## config.mk

```make
export PLATFORM = sky130hd
export DESIGN_NAME = hilo_muldiv_ctrl
export DESIGN_NICKNAME = d
export VERILOG_FILES = /design/src/rtl/hilo_muldiv_ctrl.sv
export SDC_FILE = /design/constraint.sdc
export NUM_CORES = 1
export LEC_CHECK = 0
export CAP_MARGIN = 25
export CORE_MARGIN = 2
export CORE_UTILIZATION = 57
export DETAILED_ROUTE_END_ITERATION = 16
export PLACE_DENSITY_LB_ADDON = 0.12
export SYNTH_ARGS = -nofsm -noshare
export SYNTH_HDL_FRONTEND = slang
export SYNTH_SLANG_ARGS = --single-unit
```

## constraint.sdc

```tcl
create_clock -name clk_i -period 4.29 [get_ports clk_i]
set_input_delay 0.858 -clock clk_i [delete_from_list [all_inputs] [get_ports clk_i]]
set_output_delay 0.858 -clock clk_i [all_outputs]
set_load 0.02 [all_outputs]
```

## src/rtl/hilo_muldiv_ctrl.sv

```systemverilog
// rtl/hilo_muldiv_ctrl.sv - HI/LO owner with serial multiply/divide sequencer
// Purpose: runs MULT/MULTU/DIV/DIVU on a radix-2 serial datapath, services
//   mthi/mtlo, and requests a pipeline stall while an operation is in flight.
// Ports:
//   clk_i, reset_i      clock, synchronous active-high reset
//   start_i, op_i       launch request and operation (0 MULT,1 MULTU,2 DIV,3 DIVU)
//   op_a_i, op_b_i      rs / rt operands
//   hi_we_i, lo_we_i    mthi / mtlo write enables, data on wr_data_i
//   read_hilo_i         EX holds mfhi/mflo
//   flush_i             squash in-flight operation
//   hi_o, lo_o          registered HI/LO
//   busy_o, done_o      operation in flight / one-cycle completion pulse
//   stall_req_o         busy & (start | read | hi write | lo write)
// Option: HILO_FAST_MUL_EN selects a single-cycle multiplier for MULT/MULTU.
module hilo_muldiv_ctrl #(
   parameter int ITER = 32
) (
   input  logic        clk_i,
   input  logic        reset_i,
   input  logic        start_i,
   input  logic [1:0]  op_i,
   input  logic [31:0] op_a_i,
   input  logic [31:0] op_b_i,
   input  logic        hi_we_i,
   input  logic        lo_we_i,
   input  logic [31:0] wr_data_i,
   input  logic        read_hilo_i,
   input  logic        flush_i,
   output logic [31:0] hi_o,
   output logic [31:0] lo_o,
   output logic        busy_o,
   output logic        done_o,
   output logic        stall_req_o
);

   localparam int CW = $clog2(ITER) + 1;

   typedef enum logic [1:0] {IDLE, CALC, FIX} state_t;

   state_t        state_q, state_d;
   logic [1:0]    op_q, op_d;
   logic [31:0]   a_q, a_d;       // multiplicand, or dividend shifted out MSB-first
   logic [31:0]   b_q, b_d;       // multiplier shifted out LSB-first, or divisor
   logic [63:0]   acc_q, acc_d;   // product, or remainder:quotient
   logic [CW-1:0] cnt_q, cnt_d;
   logic          negq_q, negq_d;
   logic          negr_q, negr_d;
   logic [31:0]   hi_q, hi_d;
   logic [31:0]   lo_q, lo_d;
   logic          done_q, done_d;

   logic          is_signed;
   logic [32:0]   mul_sum;
   logic [32:0]   div_sh;
   logic [33:0]   div_diff;

   assign is_signed = ~op_i[0];
   assign mul_sum   = {1'b0, acc_q[63:32]} + (b_q[0] ? {1'b0, a_q} : 33'd0);
   assign div_sh    = {acc_q[63:32], a_q[31]};
   assign div_diff  = {1'b0, div_sh} - {2'b00, b_q};

`ifdef HILO_FAST_MUL_EN
   logic [63:0] fast_prod;
   // Sign-extending to 64 bits lets one unsigned multiply serve both forms.
   assign fast_prod = {{32{is_signed & op_a_i[31]}}, op_a_i} *
                      {{32{is_signed & op_b_i[31]}}, op_b_i};
`endif

   always_comb begin
      state_d = state_q;
      op_d    = op_q;
      a_d     = a_q;
      b_d     = b_q;
      acc_d   = acc_q;
      cnt_d   = cnt_q;
      negq_d  = negq_q;
      negr_d  = negr_q;
      hi_d    = hi_q;
      lo_d    = lo_q;
      done_d  = 1'b0;

      case (state_q)
         IDLE: begin
            if (hi_we_i) hi_d = wr_data_i;
            if (lo_we_i) lo_d = wr_data_i;
            if (start_i && !flush_i) begin
               op_d   = op_i;
               a_d    = (is_signed && op_a_i[31]) ? -op_a_i : op_a_i;
               b_d    = (is_signed && op_b_i[31]) ? -op_b_i : op_b_i;
               negq_d = is_signed & (op_a_i[31] ^ op_b_i[31]);
               negr_d = is_signed & op_a_i[31];
               // Divide by zero: a raw dividend with no correction leaves
               // remainder = opA and quotient = all ones from the serial path.
               if (op_i[1] && op_b_i == 32'd0) begin
                  a_d    = op_a_i;
                  negq_d = 1'b0;
                  negr_d = 1'b0;
               end
               acc_d   = 64'd0;
               cnt_d   = '0;
               state_d = CALC;
`ifdef HILO_FAST_MUL_EN
               if (!op_i[1]) begin
                  acc_d   = fast_prod;
                  negq_d  = 1'b0;
                  negr_d  = 1'b0;
                  state_d = FIX;
               end
`endif
            end
         end
         CALC: begin
            if (op_q[1]) begin
               a_d = {a_q[30:0], 1'b0};
               if (!div_diff[33]) acc_d = {div_diff[31:0], acc_q[30:0], 1'b1};
               else               acc_d = {div_sh[31:0], acc_q[30:0], 1'b0};
            end else begin
               acc_d = {mul_sum, acc_q[31:1]};
               b_d   = {1'b0, b_q[31:1]};
            end
            cnt_d = cnt_q + 1'b1;
            if (cnt_q == CW'(ITER - 1)) state_d = FIX;
         end
         FIX: begin
            if (op_q[1]) begin
               hi_d = negr_q ? -acc_q[63:32] : acc_q[63:32];
               lo_d = negq_q ? -acc_q[31:0]  : acc_q[31:0];
            end else begin
               {hi_d, lo_d} = negq_q ? -acc_q : acc_q;
            end
            done_d  = 1'b1;
            state_d = IDLE;
         end
         default: state_d = IDLE;
      endcase

      // Squash wins over any in-flight update, including the FIX write.
      if (flush_i && state_q != IDLE) begin
         state_d = IDLE;
         hi_d    = hi_q;
         lo_d    = lo_q;
         done_d  = 1'b0;
      end
   end

   always_ff @(posedge clk_i) begin
      if (reset_i) begin
         state_q <= IDLE;
         op_q    <= 2'd0;
         a_q     <= 32'd0;
         b_q     <= 32'd0;
         acc_q   <= 64'd0;
         cnt_q   <= '0;
         negq_q  <= 1'b0;
         negr_q  <= 1'b0;
         hi_q    <= 32'd0;
         lo_q    <= 32'd0;
         done_q  <= 1'b0;
      end else begin
         state_q <= state_d;
         op_q    <= op_d;
         a_q     <= a_d;
         b_q     <= b_d;
         acc_q   <= acc_d;
         cnt_q   <= cnt_d;
         negq_q  <= negq_d;
         negr_q  <= negr_d;
         hi_q    <= hi_d;
         lo_q    <= lo_d;
         done_q  <= done_d;
      end
   end

   assign hi_o        = hi_q;
   assign lo_o        = lo_q;
   assign busy_o      = (state_q != IDLE);
   assign done_o      = done_q;
   assign stall_req_o = busy_o & (start_i | read_hilo_i | hi_we_i | lo_we_i);

endmodule

```

==> impl_metrics.csv, run 1 <==
group,metric,value,unit
timing,setup_viol,0,
clock_tree,cts_inserted_buffers,25,
cells_and_area,area_growth_syn_to_layout,18.1,%
logic_synthesis,synth_area_leaders,"dfxtp_1, nor2_1, a21oi_1",
timing,relSlewSlack,37.3,%
logic_synthesis,synth_top_area_share,26.5,%
critical_path,startpoint_type,"register",
logic_synthesis,synth_area,15400,um^2
clock_tree,cts_tree,"yes",
drt,via_per_inst,6.36,
power_and_ir_drop,ir_drop,256,uV
clock_tree,clk_latency,0.54,ns
drt,routed_wl,52.8,mm
floorplanning,fp-row-count,60,
floorplanning,die_w,168,um
timing,hold_ws,0.464,ns
logic_synthesis,yosysWarningCount,0,
critical_path,arrival,4.21,ns
cells_and_area,n_antenna_cell,0,
floorplanning,die_area,28400,um^2
logic_synthesis,yosysUniqueCellTypes,86,
clock_tree,clock_sinks,204,
drt,wl_per_cell,20.9,um
logic_synthesis,yosysTopAreaCell,"dfxtp_1",
timing,clock.fmax,261,MHz
power_and_ir_drop,sequentialPowerShare,38.2,%
logic_synthesis,synth.avg_cell_area,7.45,um^2
drt,vias,16100,
power_and_ir_drop,clock_power_share,39.4,%
placed_design,hpwlAfterDp,40.3,mm
cells_and_area,drive_gt1_share,5.52,%
clock_tree,cts_buffer_depth,3,
timing,grt_setup_unrepaired,"false",
global_routing,grt_first_pass_wirelength,81.1,mm
floorplanning,start_util,57.7,%
critical_path,endpoint,"acc_q[56]",
cells_and_area,final_common_cell,"nor2_1",
global_routing,grt_pass1_vias,14500,
global_routing,overflow,0,
floorplanning,die_height,168,um
logic_synthesis,synth-async-reset-ratio,0,%
timing,fin_setup_tns,0,ns
clock_tree,cts_setup_buffers,0,
timing,hold_viol,0,
placed_design,pre_cts_ws,0.474,ns
min_path,hold_path_depth,2,
logic_synthesis,syn_inst,2070,
floorplanning,pin_count,172,
min_path,worstHoldPathType,"register to register",
global_routing,antenna_found_initial,0,
power_and_ir_drop,power.total,0.00542,W
placed_design,place_congestion,0.984,
logic_synthesis,synth_edf_count,0,
clock_tree,clk_pin_slew,0.06,ns
min_path,worstHoldStart,"lo_o[28]",
timing,period_needed,3.82,ns
critical_path,crit_path_end_kind,"register",
global_routing,grt_max_degree,167,
run_status,status,"finished, final reports clean",
clock_tree,htreeDepth,1,
critical_path,critical_path.top_delay_family,"compound AO/OA/AOI/OAI gates",
power_and_ir_drop,swShare,31.0,%
critical_path,cp.required,4.68,ns
power_and_ir_drop,p_comb_share,22.4,%
critical_path,r2r_cells,11,
critical_path,crit_cells,11,
logic_synthesis,syn_nets,2247,
timing,drv_slew,0,
power_and_ir_drop,leakagePower,7.41,nW
logic_synthesis,synth-seq-area-share,26.5,%
timing,fin_crit_sh,89.1,%
critical_path,critical_path.startpoint,"b_q[0]",
logic_synthesis,ys.flop_type,"dfxtp_1",
placed_design,portBuffers,171,
cells_and_area,fillers,2319,
critical_path,cp_slowest_cell,"dfxtp_1",
drt,drtPass1Iterations,6,
critical_path,crit_type,"register to register",
critical_path,r2r_end,"acc_q[56]",
cells_and_area,finalNetCount,2351,
power_and_ir_drop,p_int,0.00374,W
drt,antenna_left,0,
critical_path,slowest_delay,0.72,ns
timing,tightest_slew,0.933,ns
critical_path,critPathMaxFanout,19,
timing,clock_skew,0.0167,ns
critical_path,r2r_slack,0.47,ns
critical_path,r2r-start,"b_q[0]",
clock_tree,clock-root-buffer,"clkbuf_16",
cells_and_area,layout_common_cells,"nor2_1, a21oi_1, dfxtp_1",
drt,drtIter0Drc,2040,
clock_tree,cts_resized,0,
global_routing,grt_use_total,36.0,%
job,max_cap_violations,0,
critical_path,crit_chain,"and2_1 -> ha_1 -> a2111oi_2 -> o21ai_0 -> a21oi_1 -> a31oi_1 -> a211o_1 -> a31oi_1 -> xnor2_1 -> a22oi_1 -> a21oi_1",
clock_tree,postCtsHoldBufs,0,
critical_path,path_buf_inv,0,
floorplanning,core,26700,um^2
power_and_ir_drop,p_switching,0.00168,W
drt,drc,0,
logic_synthesis,yosys_register_bits,204,
power_and_ir_drop,power_density,298,nW/um^2
timing,worst_slack,0.466,ns
==> state kept, by name, summed over array words and instances (netlist names) <==
| register | cells |
|---|---|
| negq_q | 1 |
| lo_o | 32 |
| state_q | 2 |
| done_o | 1 |
| cnt_q | 6 |
| b_q | 32 |
| acc_q | 64 |
| negr_q | 1 |
| op_q | 1 |
| a_q | 32 |
| hi_o | 32 |
==> worst min path at each step <==
| stage | slack, ns | to |
|---|---|---|
| detailed placement | 0.45 | lo_o[30] |
| finish | 0.46 | lo_o[28] |
| global placement | 0.44 | lo_o[28] |
| global route | 0.48 | hi_o[21] |
| floorplan | 0.44 | a_q[6] |
| CTS | 0.46 | lo_o[30] |
==> stage by stage <==
stage	cell area, um^2	utilization (%)	instances
floorplan	15400	-	2070
global placement	17300	64.9	2485
detailed placement	17400	65.0	2487
CTS	18200	68.0	2531
global route	18200	68.1	2532
finish	18200	68.1	2532
==> power groups by stage <==
stage,Combinational [W],Clock (W),Sequential [W]
floorplan,0.000728,0,0.00211
global route,0.00131,0.00222,0.00208
detailed placement,0.00118,0,0.00211
global placement,0.00116,0,0.00210
CTS,0.00119,0.00214,0.00206
finish,0.00121,0.00213,0.00207
==> kinds of logic (layout without fill, tap and decap cells) <==
kind of cell | after synthesis | in the layout | synth area share (%)
multiplexers | 50 | 50 | 3.27
adder cells (fa/ha/maj) | 72 | 72 | 5.94
flip-flops | 204 | 204 | 26.5
XOR/XNOR | 166 | 166 | 9.43
buffers and inverters | 200 | 321 | 5.20
AND/OR/NAND/NOR | 700 | 700 | 21.2
AO/OA/AOI/OAI | 678 | 678 | 28.5
==> cells in the mapped netlist, types with 14 or more instances <==
cell type / count
or3_1: 19
or4_1: 14
o31ai_1: 24
inv_1: 64
dfxtp_1: 204
a211oi_1: 81
nor2_1: 307
a21o_1: 42
and3_1: 19
nor3_1: 35
xnor2_1: 83
o22ai_1: 18
nand2_1: 157
nand3_1: 30
a21oi_1: 211
and2_1: 38
nor4_1: 17
mux2i_1: 47
clkbuf_1: 117
a311oi_1: 17
a31oi_1: 53
ha_1: 70
a22oi_1: 19
xor2_1: 83
o21ai_0: 106
==> worst register-to-register path, stage by stage, from the launching register on <==
cell	delay, ns
dfxtp_1	0.72
and2_1	0.36
ha_1	0.35
a2111oi_2	0.41
o21ai_0	0.27
a21oi_1	0.33
a31oi_1	0.30
a211o_1	0.36
a31oi_1	0.20
xnor2_1	0.10
a22oi_1	0.19
a21oi_1	0.09
==> cell type report <==
cell class | count | area, um^2 | share of cell area, %
Clock inverter | 10 | 129 | 0.708
Tap cell | 341 | 427 | 2.34
Clock buffer | 34 | 689 | 3.79
Timing Repair Buffer | 213 | 2050 | 11.3
Sequential cell | 204 | 4090 | 22.4
Inverter | 64 | 240 | 1.32
Multi-Input combinational cell | 1666 | 10600 | 58.1
==> layer usage <==
| metal | part of all wire, % | track usage (%) | vias to the layer above |
|---|---|---|---|
| li1 | - | - | 7704 |
| met1 | 44 | 52.0 | 7523 |
| met2 | 42 | 53.1 | 780 |
| met3 | 11 | 8.67 | 101 |
| met4 | 2.8 | 10.3 | 0 |
| met5 | 0 | 0 | - |
Power figures use the tool's default switching activity.
==> run 2, diff against run 1 <==
Settings changed: CTS_CLUSTER_DIAMETER set to 30.
==> impl_metrics.csv, run 2 (synthesis gave the netlist of run 1 again) <==
group,metric,value,unit
critical_path,crit_path_end_kind,"register",
power_and_ir_drop,power_density,385,nW/um^2
critical_path,crit_type,"register to register",
cells_and_area,layout_common_cells,"nor2_1, a21oi_1, dfxtp_1",
timing,relSlewSlack,37.8,%
min_path,min_to,"hi_o[21]",
critical_path,r2r_cells,11,
clock_tree,htreeDepth,2,
timing,tightest_slew,0.929,ns
critical_path,cp.required,4.69,ns
critical_path,startpoint_type,"register",
placed_design,portBuffers,171,
global_routing,grt_pass1_vias,15000,
min_path,hold_path_depth,2,
drt,drtIter0Drc,1908,
drt,antenna_left,0,
drt,vias,16500,
floorplanning,start_util,57.7,%
global_routing,overflow,0,
global_routing,grt_max_degree,167,
timing,fin_setup_tns,0,ns
critical_path,cp_slowest_cell,"dfxtp_1",
min_path,worstHoldPathType,"register to register",
timing,setup_viol,0,
drt,wl_per_cell,20.8,um
cells_and_area,drive_gt1_share,7.75,%
critical_path,critPathMaxFanout,19,
timing,fin_crit_sh,90.6,%
clock_tree,cts_inserted_buffers,53,
global_routing,grt_use_total,36.8,%
critical_path,r2r-start,"b_q[0]",
global_routing,grt_first_pass_wirelength,82.9,mm
critical_path,arrival,4.29,ns
drt,drtPass1Iterations,7,
clock_tree,clock_sinks,204,
floorplanning,pin_count,172,
placed_design,hpwlAfterDp,40.3,mm
cells_and_area,area_growth_syn_to_layout,25.0,%
global_routing,antenna_found_initial,0,
cells_and_area,finalNetCount,2379,
timing,grt_setup_unrepaired,"false",
floorplanning,die_area,28400,um^2
drt,drc,0,
timing,hold_ws,0.462,ns
placed_design,place_congestion,0.984,
min_path,worstHoldStart,"hi_o[21]",
run_status,status,"finished, final reports clean",
critical_path,r2r_slack,0.40,ns
clock_tree,cts_tree,"yes",
clock_tree,cts_setup_buffers,0,
clock_tree,postCtsHoldBufs,0,
timing,clock_skew,0.0229,ns
clock_tree,clock-root-buffer,"clkbuf_16",
critical_path,slowest_delay,0.77,ns
drt,via_per_inst,6.40,
timing,period_needed,3.89,ns
floorplanning,die_height,168,um
cells_and_area,final_common_cell,"nor2_1",
critical_path,crit_chain,"and2_1 -> ha_1 -> a2111oi_2 -> o21ai_0 -> a21oi_1 -> a31oi_1 -> a211o_1 -> a31oi_1 -> xnor2_1 -> a22oi_1 -> a21oi_1",
power_and_ir_drop,ir_drop,284,uV
cells_and_area,n_antenna_cell,0,
job,max_cap_violations,0,
critical_path,critical_path.startpoint,"b_q[0]",
timing,hold_viol,0,
clock_tree,cts_resized,0,
timing,clock.fmax,257,MHz
critical_path,r2r_end,"acc_q[56]",
cells_and_area,regMostFlops,"acc_q",
floorplanning,core,26700,um^2
clock_tree,clk_pin_slew,0.05,ns
floorplanning,die_w,168,um
floorplanning,fp-row-count,60,
drt,routed_wl,53.9,mm
timing,drv_slew,0,
power_and_ir_drop,leakagePower,7.90,nW
clock_tree,clk_latency,0.57,ns
clock_tree,cts_buffer_depth,3,
cells_and_area,largest_reg_flops,64,
==> run 2: area by class of cell <==
| class | instances | area, um^2 |
|---|---|---|
| clock buffers | 69 | 1480 |
| clock inverters | 29 | 405 |
| fillers | 2190 | 7460 |
| inverters | 64 | 240 |
| multi-input cells | 1666 | 10600 |
| flip-flops and latches | 204 | 4090 |
| well taps | 341 | 427 |
| repair buffers | 213 | 2050 |
==> run 2: worst max path at each step <==
stage,endpoint,slack (ns),depth (start not counted)
final,acc_q[56],0.40,11
after global routing,acc_q[56],0.22,11
after CTS,acc_q[56],0.59,11
after detailed placement,b_q[26],0.47,8
after global placement,a_q[19],0.64,10
after floorplan,acc_q[57],1.20,14
==> run 2: through the flow <==
| step | utilization [%] | instances | power, W | setup WS (ns) | area (um^2) |
|---|---|---|---|---|---|
| after floorplan | - | 2070 | 0.00284 | 1.20 | 15400 |
| after global placement | 64.9 | 2485 | 0.00327 | 0.637 | 17300 |
| after detailed placement | 65.0 | 2487 | 0.00328 | 0.474 | 17400 |
| after CTS | 72.0 | 2585 | 0.00739 | 0.586 | 19200 |
| after global routing | 72.1 | 2586 | 0.00763 | 0.215 | 19300 |
| final | 72.1 | 2586 | 0.00741 | 0.401 | 19300 |
==> run 2: power breakdown <==
group,internal (W),leakage [nW],switching [W]
clock,0.00284,0.894,0.00127
combinational,0.000503,5.34,0.000712
sequential,0.00199,1.66,0.0000901
total,0.00533,7.90,0.00208
==> run 2: critical path: cells and delay by family, from the launching register on <==
kind                       cells  cell delay [ns]
AOI/OAI and AO/OA              8             2.18
xor gates and xnor gates       1             0.11
adders and majority gates      1             0.33
DFF                            1             0.77
and+or+nand+nor                1             0.33
==> run 2: routing by layer <==
metal,track usage (%),share of wire (%),vias to the layer above
li1,-,-,7800
met1,52.1,44,7772
met2,53.9,42,824
met3,9.92,11,142
met4,12.9,3.5,0
met5,0,0,-
==> run 3, diff against run 2 <==
Settings changed: TNS_END_PERCENT set to 10.
Clock period 4.29 ns to 4.8 ns, I/O delays scaled along.
==> impl_metrics.csv, run 3 (synthesis gave the netlist of run 1 again) <==
group,metric,value,unit
job,max_cap_violations,0,
timing,period_needed,3.93,ns
critical_path,crit_path_end_kind,"register",
clock_tree,postCtsHoldBufs,0,
run_status,status,"finished, final reports clean",
timing,fin_crit_sh,81.9,%
global_routing,grt_max_degree,137,
drt,wl_per_cell,20.7,um
cells_and_area,layout_common_cells,"nor2_1, a21oi_1, dfxtp_1",
clock_tree,cts_tree,"yes",
floorplanning,fp-row-count,60,
floorplanning,core,26700,um^2
critical_path,crit_type,"register to register",
power_and_ir_drop,power.total,0.00642,W
drt,vias,16300,
clock_tree,cts_inserted_buffers,48,
timing,fin_setup_tns,0,ns
clock_tree,clk_latency,0.55,ns
cells_and_area,drive_gt1_share,6.76,%
clock_tree,clk_pin_slew,0.05,ns
power_and_ir_drop,ir_drop,275,uV
global_routing,grt_first_pass_wirelength,80.9,mm
clock_tree,clock-root-buffer,"clkbuf_16",
timing,drv_slew,0,
power_and_ir_drop,power_density,337,nW/um^2
placed_design,place_congestion,1.00,
floorplanning,start_util,57.7,%
timing,hold_ws,0.459,ns
floorplanning,die_w,168,um
min_path,worstHoldPathType,"register to register",
cells_and_area,fin_util,71.3,%
timing,hold_viol,0,
clock_tree,htreeDepth,2,
timing,grt_setup_unrepaired,"false",
global_routing,grt_use_total,35.9,%
clock_tree,cts_resized,0,
critical_path,critPathMaxFanout,34,
clock_tree,cts_setup_buffers,0,
clock_tree,cts_buffer_depth,3,
drt,drc,0,
critical_path,cp.required,5.23,ns
floorplanning,die_area,28400,um^2
power_and_ir_drop,leakagePower,7.79,nW
drt,drtPass1Iterations,5,
drt,routed_wl,53.1,mm
floorplanning,pin_count,172,
global_routing,overflow,0,
global_routing,antenna_found_initial,0,
timing,clock_skew,0.0240,ns
floorplanning,die_height,168,um
timing,tightest_slew,1.01,ns
placed_design,portBuffers,171,
global_routing,grt_pass1_vias,14600,
cells_and_area,finalNetCount,2360,
cells_and_area,area_growth_syn_to_layout,23.6,%
drt,via_per_inst,6.35,
critical_path,startpoint_type,"register",
drt,drtIter0Drc,1727,
cells_and_area,final_common_cell,"nor2_1",
cells_and_area,largest_reg_flops,64,
timing,relSlewSlack,32.9,%
drt,antenna_left,0,
clock_tree,clock_sinks,204,
critical_path,arrival,4.36,ns
placed_design,hpwlAfterDp,39.9,mm
timing,setup_viol,0,
cells_and_area,regMostFlops,"acc_q",
timing,clock.fmax,254,MHz
-- run 3: cell count changes in the layout (fill, tap and decap cells not counted), sizes merged --
cell,previous run,this run
buf,43,29
bufinv,7,9
clkbuf,69,61
clkinv,12,10
clkinvlp,9,4
diode,0,1
inv,65,67
-- run 3: final timing paths --
kind,end,cells past startpoint,slack [ns],from
max,acc_q[57],13,0.87,b_q[0]
min,lo_o[28],2,0.46,lo_o[28]
max reg2reg,acc_q[57],13,0.87,b_q[0]
min reg2reg,lo_o[28],2,0.46,lo_o[28]
-- run 3: worst max-delay path: stages, from the launching register on --
cell	delay [ns]
dfxtp_1	0.98
and2_1	0.24
ha_1	0.20
inv_1	0.07
fa_1	0.41
nor2b_1	0.17
o211ai_1	0.14
a211oi_1	0.36
o211a_1	0.31
a21oi_2	0.13
o21bai_1	0.24
a31oi_1	0.13
xnor2_1	0.14
a221o_1	0.31
-- run 3: power by group --
part	total, W	leakage (nW)	switching, W	internal (W)
sequential	0.00186	1.66	0.0000804	0.00178
combinational	0.00108	5.28	0.000631	0.000449
clock	0.00349	0.845	0.00105	0.00244
total	0.00642	7.79	0.00176	0.00466
-- run 3: per-layer routing --
| layer | GRT usage (%) | wire length [um] |
|---|---|---|
| met4 | 11.4 | 1490 |
| met1 | 52.9 | 24100 |
| met3 | 7.29 | 5100 |
| met5 | 0 | 0 |
| met2 | 52.2 | 22400 |
-- run 3: stage by stage --
| step | area (um^2) | cells | worst slack (ns) |
|---|---|---|---|
| finish | 19000 | 2562 | 0.868 |
| global route | 19000 | 2561 | 0.594 |
| CTS | 19000 | 2559 | 0.944 |
| detailed placement | 17300 | 2472 | 0.932 |
| global placement | 17200 | 2470 | 1.05 |
| floorplan | 15400 | 2070 | 1.69 |
-- run 3: cell type report --
class / count / area (um^2)
inverter: 64 / 240
sequential: 204 / 4090
timing repair buffer: 199 / 1980
fill: 2258 / 7680
tap: 341 / 427
clock inverter: 26 / 407
antenna: 1 / 2.50
multi-input combinational: 1666 / 10600
clock buffer: 61 / 1330
